`src/rtl/score_digits_pkg.sv`:
```
// Shared constants and state encoding for the score-to-decimal converter.
package score_digits_pkg;
  localparam int VAL_W     = 10;
  localparam int NDIG      = 3;
  localparam int NUM_W     = 6;
  localparam int SAT_LIMIT = 999;

  typedef enum logic {
    IDLE  = 1'b0,
    SHIFT = 1'b1
  } state_e;
endpackage

```
`src/rtl/score_digits_bcd_add3.sv`:
```
// Double-dabble nibble correction: add 3 when the BCD digit is 5 or more.
module bcd_add3 (
  input  logic [3:0] din,
  output logic [3:0] dout
);
  always_comb begin
    dout = din;
    if (din >= 4'd5) dout = din + 4'd3;
  end
endmodule

```
`src/rtl/score_digits.sv`:
```
// Serial binary-to-BCD score converter; results are shadowed and shown on
// the display registers only at the next frame_start (vertical blanking).
module score_digits #(
  parameter int VAL_W = score_digits_pkg::VAL_W,
  parameter int NDIG  = score_digits_pkg::NDIG,
  parameter int NUM_W = score_digits_pkg::NUM_W
) (
  input  logic             clk,
  input  logic             reset,
  input  logic [VAL_W-1:0] value,
  input  logic             load,
  input  logic             frame_start,
  output logic             ready,
  output logic             busy,
  output logic             pending,
  output logic [NUM_W-1:0] num2,
  output logic [NUM_W-1:0] num1,
  output logic [NUM_W-1:0] num0
);
  import score_digits_pkg::*;

  localparam int BCD_W = NDIG * 4;
  localparam int CNT_W = $clog2(VAL_W);
  localparam logic [CNT_W-1:0] LAST = CNT_W'(VAL_W - 1);

  state_e           state_q, state_d;
  logic [CNT_W-1:0] cnt_q, cnt_d;
  logic [VAL_W-1:0] bin_q, bin_d, bin_next, bin_sat;
  logic [BCD_W-1:0] bcd_q, bcd_d, bcd_fix, bcd_next;
  logic [BCD_W-1:0] shadow_q, shadow_d;
  logic [BCD_W-1:0] disp_q, disp_d;
  logic             pending_q, pending_d;

  for (genvar g = 0; g < NDIG; g++) begin : g_add3
    bcd_add3 u_add3 (
      .din  (bcd_q[g*4 +: 4]),
      .dout (bcd_fix[g*4 +: 4])
    );
  end

  always_comb begin
    {bcd_next, bin_next} = {bcd_fix, bin_q} << 1;
    bin_sat = value;
    if (int'(value) > SAT_LIMIT) bin_sat = VAL_W'(SAT_LIMIT);
  end

  always_comb begin
    state_d   = state_q;
    cnt_d     = cnt_q;
    bin_d     = bin_q;
    bcd_d     = bcd_q;
    shadow_d  = shadow_q;
    pending_d = pending_q;
    disp_d    = disp_q;

    if (frame_start && pending_q) begin
      disp_d    = shadow_q;
      pending_d = 1'b0;
    end

    case (state_q)
      IDLE: begin
        if (load) begin
          state_d = SHIFT;
          bin_d   = bin_sat;
          bcd_d   = '0;
          cnt_d   = '0;
        end
      end
      SHIFT: begin
        bin_d = bin_next;
        bcd_d = bcd_next;
        cnt_d = cnt_q + CNT_W'(1);
        // A completing conversion re-arms pending even if a transfer fires now.
        if (cnt_q == LAST) begin
          state_d   = IDLE;
          cnt_d     = '0;
          shadow_d  = bcd_next;
          pending_d = 1'b1;
        end
      end
      default: state_d = IDLE;
    endcase
  end

  always_ff @(posedge clk) begin
    if (reset) begin
      state_q   <= IDLE;
      cnt_q     <= '0;
      bin_q     <= '0;
      bcd_q     <= '0;
      shadow_q  <= '0;
      pending_q <= 1'b0;
      disp_q    <= '0;
    end else begin
      state_q   <= state_d;
      cnt_q     <= cnt_d;
      bin_q     <= bin_d;
      bcd_q     <= bcd_d;
      shadow_q  <= shadow_d;
      pending_q <= pending_d;
      disp_q    <= disp_d;
    end
  end

  assign ready   = (state_q == IDLE);
  assign busy    = (state_q == SHIFT);
  assign pending = pending_q;
  assign num2    = {{(NUM_W-4){1'b0}}, disp_q[11:8]};
  assign num1    = {{(NUM_W-4){1'b0}}, disp_q[7:4]};
  assign num0    = {{(NUM_W-4){1'b0}}, disp_q[3:0]};
endmodule

```
`config.mk`:
```
export PLATFORM = sky130hd
export DESIGN_NAME = score_digits
export DESIGN_NICKNAME = d
export VERILOG_FILES = /design/src/rtl/score_digits_pkg.sv /design/src/rtl/score_digits_bcd_add3.sv /design/src/rtl/score_digits.sv
export SDC_FILE = /design/constraint.sdc
export NUM_CORES = 1
export LEC_CHECK = 0
export CAP_MARGIN = 0
export CORE_MARGIN = 4
export CORE_UTILIZATION = 48
export DETAILED_ROUTE_END_ITERATION = 7
export PLACE_DENSITY_LB_ADDON = 0.05
export SLEW_MARGIN = 15
export SYNTH_ARGS = -nofsm -noshare
export SYNTH_HDL_FRONTEND = slang
export SYNTH_SLANG_ARGS = --single-unit
```
`constraint.sdc`:
```
create_clock -name clk -period 1.4 [get_ports clk]
set_input_delay 0.21 -clock clk [delete_from_list [all_inputs] [get_ports clk]]
set_output_delay 0.21 -clock clk [all_outputs]
set_load 0.03 [all_outputs]
```
# Yosys cells after proc, flatten, opt, wreduce, memory -nomap -nowiden
# Cells that the tools add are included.
dict set report classes {
  addsub 4
  n_lt_le_gt_ge 4
  eq_ne 2
  muxes 17
  n_bitwise 1
  reduce_logical 2
}
# op count
set ops {}
lappend ops {{$pmux W12 S2} 1}
lappend ops {{$mux W10} 2}
lappend ops {{$pmux W10 S2} 1}
lappend ops {{$mux W4} 4}
lappend ops {{$ge A4 B3 Y1 const B} 3}
lappend ops {{$mux W12} 1}
lappend ops {{$gt A10 B10 Y1 const B} 1}
lappend ops {{$add A4 B2 Y4 const B} 2}
lappend ops {{$pmux W4 S2} 1}
lappend ops {{$mux W1} 5}
lappend ops {{$add A4 B1 Y4 const B} 1}
lappend ops {{$eq A4 B4 Y1 const B} 1}
lappend ops {{$add A3 B2 Y3 const B} 1}
lappend ops {{$mux W3} 1}
lappend ops {{$ne A2 B2 Y1 const B} 1}
lappend ops {{$pmux W1 S2} 1}
lappend ops {{$reduce_and A2 Y1} 1}
lappend ops {{$logic_and A1 B1 Y1} 1}
lappend ops {{$not A1 Y1} 1}
dict set report word_totals {
  reg_bits 52
  out_inout_bits 21
}

# Depth between registers and ports, before layout
# Gate-level depths: netlist of the first run.
dict set report logic_depth {
  ltp_word 4
  mapped_depth 7
  mapped_depth_nobuf 6
}

# Hierarchy
# Synthesis of the first run repeated with hierarchy kept, for this count alone.
dict set report hier_totals {
  hier_cells 305
  area_unflattened_um2 2482.4
}
# mod n_inst cells_each area_each_um2
set by_module_without_submodules {}
lappend by_module_without_submodules {score_digits 1 257 2178.3}
lappend by_module_without_submodules {bcd_add3 3 16 101.3}

# Worst setup path after synthesis of the first run
# Ideal clock, no wire load.
dict set report synth_timing {
  kind {flip-flop to flip-flop}
  start {reg state_q (netlist: busy)}
  end {reg state_q (netlist: busy)}
  setup_time_ns 0.127
  arrival_ns 1.298
  setup_slack_ns -0.025
  path_stages_with_launch 6
  period_less_slack_ns 1.425
  cell_sequence {dfxtp_1 -> buf_4 -> nand4b_1 -> and2b_1 -> buf_2 -> nor2b_1}
}
dict set report synth_via {
  elab_chain_len 2
}
# element line
set synth_rtl {}
lappend synth_rtl {{start, declared} score_digits.sv:26} ;# state_e state_q, state_d;
lappend synth_rtl {{start signal, assigned} score_digits.sv:96} ;# state_q <= state_d;
lappend synth_rtl {{$not A1 Y1} n/a}
lappend synth_rtl {{$pmux W1 S2 *} score_digits.sv:61} ;# case (state_q)
# Mark *: on every way between the ends. The rest lies on a longest branch, timed or not.
# A chain may end at the register's enable or synchronous reset.

# Final worst setup path of the first run
dict set report layout_timing {
  start {reg bcd_q[1]}
  end {reg shadow_q[2]}
}
dict set report layout_via {
  elab_chain_len 2
}
# element line
set layout_rtl {}
lappend layout_rtl {{start, declared} score_digits.sv:29} ;# logic [BCD_W-1:0] bcd_q, bcd_d, bcd_fix, bcd_next;
lappend layout_rtl {{start signal, assigned} score_digits.sv:91} ;# bcd_q <= '0;
lappend layout_rtl {{start signal, assigned} score_digits.sv:99} ;# bcd_q <= bcd_d;
lappend layout_rtl {{$add A4 B2 Y4 or $ge A4 B3 Y1 (tied branches)} score_digits_bcd_add3.sv:8} ;# if (din >= 4'd5) dout = din + 4'd3;
lappend layout_rtl {{$mux W4 *} score_digits_bcd_add3.sv:8}
lappend layout_rtl {{end signal, assigned} score_digits.sv:100} ;# shadow_q <= shadow_d;
lappend layout_rtl {{end, declared} score_digits.sv:30} ;# logic [BCD_W-1:0] shadow_q, shadow_d;
# Marked as above.

==> results of run 1 <==
-- worst paths after layout --
| path | from | to | slack (ns) | cells past startpoint |
|---|---|---|---|---|
| min reg2reg | shadow_q[4] | shadow_q[4] | 0.45 | 2 |
| max reg2reg | bcd_q[1] | shadow_q[2] | -0.004 | 6 |
| max | bcd_q[1] | shadow_q[2] | -0.004 | 6 |
| min | shadow_q[4] | shadow_q[4] | 0.45 | 2 |
-- cells in the mapped netlist, drive strengths merged (2+ instances only) --
master and number:
a21oi 37, clkbuf 5, xnor2 4, nand2 37, mux2i 7, and3 5, buf 14, o21ai 23
a22oi 2, a32o 2, nor3b 5, nand2b 4, nor2 22, a21o 2, mux2 2, inv 11
dfxtp 52, ha 8, nor3 5, a22o 3, nand3 12
-- final cells by class --
type / instances / area (sq um) / share of cell area
clock inverter: 3 / 27.53 / 0.008878
tap: 52 / 65.06 / 0.02098
multi-input combinational: 196 / 1232 / 0.3975
timing repair buffer: 70 / 611.8 / 0.1973
clock buffer: 5 / 68.82 / 0.02220
sequential: 52 / 1051 / 0.3390
inverter: 11 / 43.79 / 0.01412
-- layer usage --
metal | vias up | GRT usage
met2 | 39 | 0.2841
met5 | - | 0
met4 | 0 | 0.04804
met3 | 5 | 0.03981
met1 | 921 | 0.2353
li1 | 1062 | -
-- cell usage in the layout (no fill, tap or decap), types with 6 or more instances in the layout --
| master | n |
|---|---|
| sky130_fd_sc_hd__mux2i_1 | 6 |
| sky130_fd_sc_hd__dlygate4sd2_1 | 14 |
| sky130_fd_sc_hd__nand3_1 | 12 |
| sky130_fd_sc_hd__o21ai_1 | 7 |
| sky130_fd_sc_hd__buf_4 | 38 |
| sky130_fd_sc_hd__a21oi_1 | 35 |
| sky130_fd_sc_hd__dfxtp_2 | 8 |
| sky130_fd_sc_hd__nand2_1 | 37 |
| sky130_fd_sc_hd__nor2_1 | 22 |
| sky130_fd_sc_hd__clkdlybuf4s50_1 | 13 |
| sky130_fd_sc_hd__o21ai_0 | 11 |
| sky130_fd_sc_hd__dfxtp_1 | 44 |
| sky130_fd_sc_hd__conb_1 | 6 |
-- sequential cells by signal, indices dropped and copies added, names as in the netlist --
register	count
bcd_q	12
cnt_q	4
pending	1
disp_q	12
bin_q	10
busy	1
shadow_q	12
-- where the power goes --
part	leakage (nW)	total (mW)	internal, mW	switching [mW]
logic	0.802	0.291	0.135	0.156
registers	0.424	1.52	1.50	0.0170
clock network	0.0463	0.885	0.367	0.518
total	1.27	2.70	2.01	0.691
-- what timing repair did --
action / in CTS / in global routing
setup endpoints to repair: 20 / 18
pin swaps: 5 / 4
gates cloned: 0 / 1
setup buffers: 0 / 3
resized for setup: 23 / 29
hold buffers: 0 / 0
endpoints found under the hold margin: 0 / 0
-- critical path: stages (launching register included) --
cell and delay [ns]:
sky130_fd_sc_hd__dfxtp_2 0.37, sky130_fd_sc_hd__inv_4 0.05, sky130_fd_sc_hd__ha_4 0.15, sky130_fd_sc_hd__nand2b_4 0.13, sky130_fd_sc_hd__a21o_1 0.19, sky130_fd_sc_hd__mux2_4 0.34, sky130_fd_sc_hd__o21ai_2 0.11
-- cell families (layout without fill, tap and decap cells) --
kind of cell	Yosys count	count (layout)
AO/OA/AOI/OAI	74	74
XOR/XNOR	4	4
adder cells (fa/ha/maj)	8	8
buffers and inverters	30	89
flip-flops	52	52
multiplexers	9	9
other	1	6
AND/OR/NAND/NOR	95	95
==> implementation parameters, run 1 <==
Parameter                              Value

Clocking
  Number of clock buffers inserted by TritonCTS    5
  Total number of H-tree levels    2
  Number of clock sinks    52
  Maximum buffer depth of the clock tree    2
  CTS clk-pin slew, worst paths    0.10 ns
  Cell at the root of the clock tree    sky130_fd_sc_hd__clkbuf_8
  Clock latency of the later-clocked register in the worst-skew pair    0.31 ns
  Clock tree from TritonCTS    built

Detailed routing
  Pre-antenna DRT Iters    4
  DRC viols    0
  Ratio of routed vias to standard cells    5.211
  Met3 WL    233 um
  Via count of the routed design    between 2,000 and 2,500
  Topmost layer with routed signal wires    met4
  Average wire per standard cell    12.94 um
  Violation count after the first detailed-routing iteration    133
  Met1 Wirelength    2.415 mm
  Residual antenna-violating net count after detailed routing    0
  Detailed-routed wire length on met2    2.320 mm
  Total wirelength of the detailed-routed design    around 5.0 mm

Synthesis
  Multiplexer share of the synthesized area    0.04343
  Count of flip-flops with a built-in enable after synthesis    0
  Average size of a mapped cell    8.442 sq um
  Number of standard cells after synthesis    273
  Largest area contributor in the netlist    sky130_fd_sc_hd__dfxtp_1
  Area share of fa/ha/maj cells after synthesis    0.04343
  Flop and latch count out of synthesis    52
  Simple-gate portion of the synthesized area    0.1889
  Post-synthesis sequential area ratio    0.4517
  Combinational family with the most area after synthesis    compound AO/OA/AOI/OAI gates
  Compound-Gate Fraction of Synth Area    0.1922
  FFs w/ async S/R, synth    0
  Main synth FF type    sky130_fd_sc_hd__dfxtp_1
  Proportion of netlist area held by the largest area contributor    0.4517
  Yosys warnings    0
  Area of the mapped netlist    2305 sq um
  Post-synth cell types    38
  Xor/xnor share of the synthesized area    0.01520
  Largest cells by area after synthesis    sky130_fd_sc_hd__dfxtp_1, sky130_fd_sc_hd__a21oi_1, sky130_fd_sc_hd__nand2_1, sky130_fd_sc_hd__ha_1, sky130_fd_sc_hd__nor2_1

Worst hold path
  Min-Delay Path Class    reg -> reg

Global routing
  Global-route wire length before repair    roughly 8.6 mm
  GRT Resource Usage Total    0.1759
  Number of global-route vias before repair    ~1,900
  Pin count of the biggest net entering global routing    23
  Number of antenna violations at the first check in global routing    0
  Congestion Overflow GR    0

STA
  Setup repair after global routing missed its margin    yes
  Clock Skews    0.008555 ns
  Max Clock Freq    around 710 MHz
  Final-report max-slew violation count    0
  Slew at the pin closest to its max-slew limit    0.5800 ns
  Setup-failing EPs final    1
  Final total negative setup slack    -0.003791 ns
  PnR worst setup slack    -0.003791 ns
  Slew Limit Headroom    0.6119
  Hold slack final    0.4524 ns
  Count of endpoints failing hold in the final timing report    0
  Final cycle utilization of the critical path    1.003
  Shortest period the worst path allows    about 1.4 ns

Cells and area
  Final-layout fill cell count    approximately 390
  Final design instance area without fill    3100 sq um
  Layout cell share with drive strength beyond 1    0.2582
  Number of non-filler instances in the completed layout    389
  Layout-stage area growth over the synthesis result    34.53%
  Final Net Count    ~360
  Post-route core utilization    0.6883
  Number of diodes    0

Die
  Initial cell density of the core    0.5117
  Core footprint    4504 sq um
  Die Area    5974 sq um
  Site Rows    24
  Vertical die dimension    77.29 um
  Die extent in x    slightly below 80 um
  I/O pin total    35

Setup path
  Worst path arrival time    1.66 ns
  Critical Setup Path Class    reg -> reg
  Req. time, crit path    1.65 ns
  Critical path endpoint category    register
  Kind of start point of the critical path    register
  Maximum fanout along the worst path    3

Pwr
  Power consumption    2.696 mW
  Power per standard cell area    roughly 870 nW/um^2
  Reported leakage power    1.273 nW
  Worst IR drop on VDD    0.4852 mV

Placed design
  Area of placed instances    2873 sq um
  Count of placed standard cells including taps    around 380
  Worst slack at placement    -0.1887 ns
  Count of input and output buffers    28
  Final estimated routing congestion in global placement    0.7835
  Post-DP HPWL    3.698 mm

Run
  Max capacitance violation total    0

Status
  Violations in the final reports    negative setup slack
  Run status    complete, but fails checks
Power figures use the tool's default switching activity.
==> run 2: changes to the inputs <==
Settings changed: RECOVER_POWER set to 100, TNS_END_PERCENT set to 20.
==> run 2 against run 1 <==
Against the previous run:
- the flow still finishes with violations (negative setup slack)
- critical path type unchanged
- non-clock buffer count decreased by 4
- die area is the same
- core utilization down 2.3 points
==> implementation parameters, run 2 (synthesized netlist as in run 1, its figures left out) <==
Parameter                              Value

Pwr
  Relative contribution of the clock network to total power    0.329 (about the same)
  Switching portion of total power    0.2555 (-0.0007154)
  Power consumption    2.683 mW (-0.48%)
  Flop pwr share    0.566 (+0.002)
  Worst IR drop on VDD    0.4853 mV (about the same)
  P_sw    685.6 uW (-0.76%)
  Proportion of power drawn by combinational gates    0.105 (-0.003)
  Reported leakage power    1.239 nW (-2.7%)
  Internal power consumption    1.997 mW (-0.38%)
  Power per standard cell area    895.7 nW/um^2 (+3.0%)

STA
  Slew at the pin closest to its max-slew limit    0.5741 ns (-0.005974 ns)
  Count of endpoints failing hold in the final timing report    0 (unchanged)
  Max Clock Freq    714.0 MHz (+0.23%)
  Final cycle utilization of the critical path    1.000 (-0.002313)
  Hold slack final    0.4535 ns (+0.001108 ns)
  Shortest period the worst path allows    1.401 ns (-0.003238 ns)
  Setup-failing EPs final    1 (unchanged)
  Slew Limit Headroom    0.6159 (+0.003997)
  Clock Skews    0.008216 ns (-0.0003387 ns)
  PnR worst setup slack    -0.0005537 ns (+0.003238 ns)
  Final total negative setup slack    -0.0005537 ns (+0.003238 ns)
  Setup repair after global routing missed its margin    yes
  Final-report max-slew violation count    0 (unchanged)

Run
  Max capacitance violation total    0 (unchanged)

Cells and area
  Final Net Count    354 (-1.1%)
  Number of non-filler instances in the completed layout    385 (-1.0%)
  Registers with the most flip-flops    bcd_q: 12 flops, disp_q: 12 flops, shadow_q: 12 flops
  Commonest non-fill, non-tap cell in the layout    sky130_fd_sc_hd__dfxtp_1
  Layout-stage area growth over the synthesis result    29.97%
  Number of diodes    0 (unchanged)
  Layout cell share with drive strength beyond 1    0.2192 (-0.03894)
  Most frequent cells in the layout    sky130_fd_sc_hd__dfxtp_1, sky130_fd_sc_hd__nand2_1, sky130_fd_sc_hd__a21oi_1, sky130_fd_sc_hd__buf_4, sky130_fd_sc_hd__nor2_1

Clocking
  CTS clk-pin slew, worst paths    0.10 ns (about the same)
  Maximum buffer depth of the clock tree    2 (unchanged)
  Post-CTS setup buffer count    0 (unchanged)
  Clock tree from TritonCTS    built
  Number of clock buffers inserted by TritonCTS    5 (unchanged)
  Clock latency of the later-clocked register in the worst-skew pair    0.31 ns (about the same)
  Cell at the root of the clock tree    sky130_fd_sc_hd__clkbuf_8
  Number of clock sinks    52 (unchanged)
  Post-CTS Hold Buffers    0 (unchanged)
  Total number of H-tree levels    2 (unchanged)

Setup path
  Launching element of the worst setup path    bcd_q[1]
  Endpoint of the worst register-to-register path    shadow_q[2]
  R2R Setup Slk    -0.0006 ns (about the same)
  Critical path endpoint category    register
  Req. time, crit path    1.65 ns (about the same)
  Critical Setup Path Class    reg -> reg
  Worst R2R Path Depth    6 (unchanged)
  Kind of start point of the critical path    register
  Cell-by-cell trace of the critical path    inv_2 -> ha_1 -> nand2b_1 -> a21o_1 -> mux2_4 -> o21ai_2
  Maximum fanout along the worst path    3 (unchanged)
  Slowest cell on crit path    sky130_fd_sc_hd__dfxtp_2
  Max incr delay on CP    0.35 ns (-0.02 ns)
  Worst path arrival time    1.65 ns (about the same)
  Startpoint of the lowest-slack register-to-register path    bcd_q[1]

Global routing
  Number of global-route vias before repair    1,870 (-0.21%)
  Congestion Overflow GR    0 (unchanged)
  Number of antenna violations at the first check in global routing    0 (unchanged)
  GRT Resource Usage Total    0.1754 (-0.0004920)
  Global-route wire length before repair    8.549 mm (-0.31%)
  Pin count of the biggest net entering global routing    23 (unchanged)

Status
  Violations in the final reports    negative setup slack
  Run status    complete, but fails checks

Worst hold path
  Min-Delay Startpoint    shadow_q[5]
  Number of stages on the worst hold path    2 (unchanged)
  Hold Path End    shadow_q[5]
  Min-Delay Path Class    reg -> reg

Die
  Vertical die dimension    77.29 um (unchanged)
  Initial cell density of the core    0.5117 (unchanged)
  Die Area    5974 sq um (unchanged)
  Core footprint    4504 sq um (unchanged)
  Die extent in x    77.29 um (unchanged)
  Site Rows    24 (unchanged)
  I/O pin total    35 (unchanged)

Placed design
  Count of placed standard cells including taps    377 (unchanged)
  Count of input and output buffers    28 (unchanged)
  Post-DP HPWL    3.698 mm (unchanged)
  Final estimated routing congestion in global placement    0.7835 (unchanged)

Detailed routing
  Violation count after the first detailed-routing iteration    121 (-9.0%)
  DRC viols    0 (unchanged)
  Total wirelength of the detailed-routed design    4.886 mm (-2.9%)
  Via count of the routed design    1,974 (-2.6%)
  Ratio of routed vias to standard cells    5.127 (-1.6%)
  Average wire per standard cell    12.69 um (-1.9%)
  Pre-antenna DRT Iters    4 (unchanged)
  Residual antenna-violating net count after detailed routing    0 (unchanged)
-- run 2: cell types whose count changed in the layout (fill, tap and decap cells not counted), sizes merged --
cell | previous run | this run
clkbuf | 5 | 8
buf | 43 | 36
clkdlybuf4s50 | 13 | 12
dlygate4sd3 | 0 | 1
-- run 2: worst max-delay path by stage --
stage             endpoint  cells past startpoint
2_1_floorplan     bcd_q[6]                      6
3_3_place_gp      bin_q[0]                      5
3_5_place_dp      bin_q[0]                      5
4_1_cts           bcd_q[1]                      6
5_1_grt        shadow_q[7]                      7
6_report       shadow_q[2]                      6
-- run 2: timing repair --
item                       4_1_cts  5_1_grt
gates resized for setup         20       15
hold endpoints to repair         0        0
setup endpoints to repair       20       19
pin swaps                        4        3
-- run 2: power groups by stage --
stage / logic, mW / registers [mW] / clock network, mW
finish: 0.282 / 1.52 / 0.884
CTS: 0.284 / 1.52 / 0.920
global placement: 0.282 / 1.55 / 0
global route: 0.312 / 1.52 / 0.975
detailed placement: 0.283 / 1.55 / 0
floorplan: 0.161 / 1.55 / 0
-- run 2: routing by layer --
metal	wire length [um]	track usage	vias to the layer above
met3	179	0.03981	5
met2	2247	0.2815	29
met5	0	0	-
met4	62	0.04804	0
li1	-	-	1046
met1	2396	0.2361	894
-- run 2: cell type report --
type                            instances  area, sq um
Multi-Input combinational cell        196         1170
Clock inverter                          3        27.53
Fill cell                             404         1509
Tap cell                               52        65.06
Clock buffer                            5        68.82
Inverter                               11        41.29
Sequential cell                        52         1050
Timing Repair Buffer                   66        573.1
-- run 2: critical path: cells and delay by family, from the launching register on --
family | cells | cell delay, ns
compound gates | 2 | 0.31
fa+ha+maj | 1 | 0.16
buf+inv | 1 | 0.04
flops | 1 | 0.35
mux | 1 | 0.34
simple gates | 1 | 0.14
-- run 2: stage by stage --
| step | cell area [sq um] | util | worst slack (ns) |
|---|---|---|---|
| global placement | 2873 | 0.6378 | -0.1408 |
| CTS | 2964 | 0.6581 | -0.01866 |
| global route | 2995 | 0.6650 | -0.07016 |
| floorplan | 2325 | - | 0.01032 |
| detailed placement | 2873 | 0.6378 | -0.1887 |
| finish | 2995 | 0.6650 | -0.0005537 |
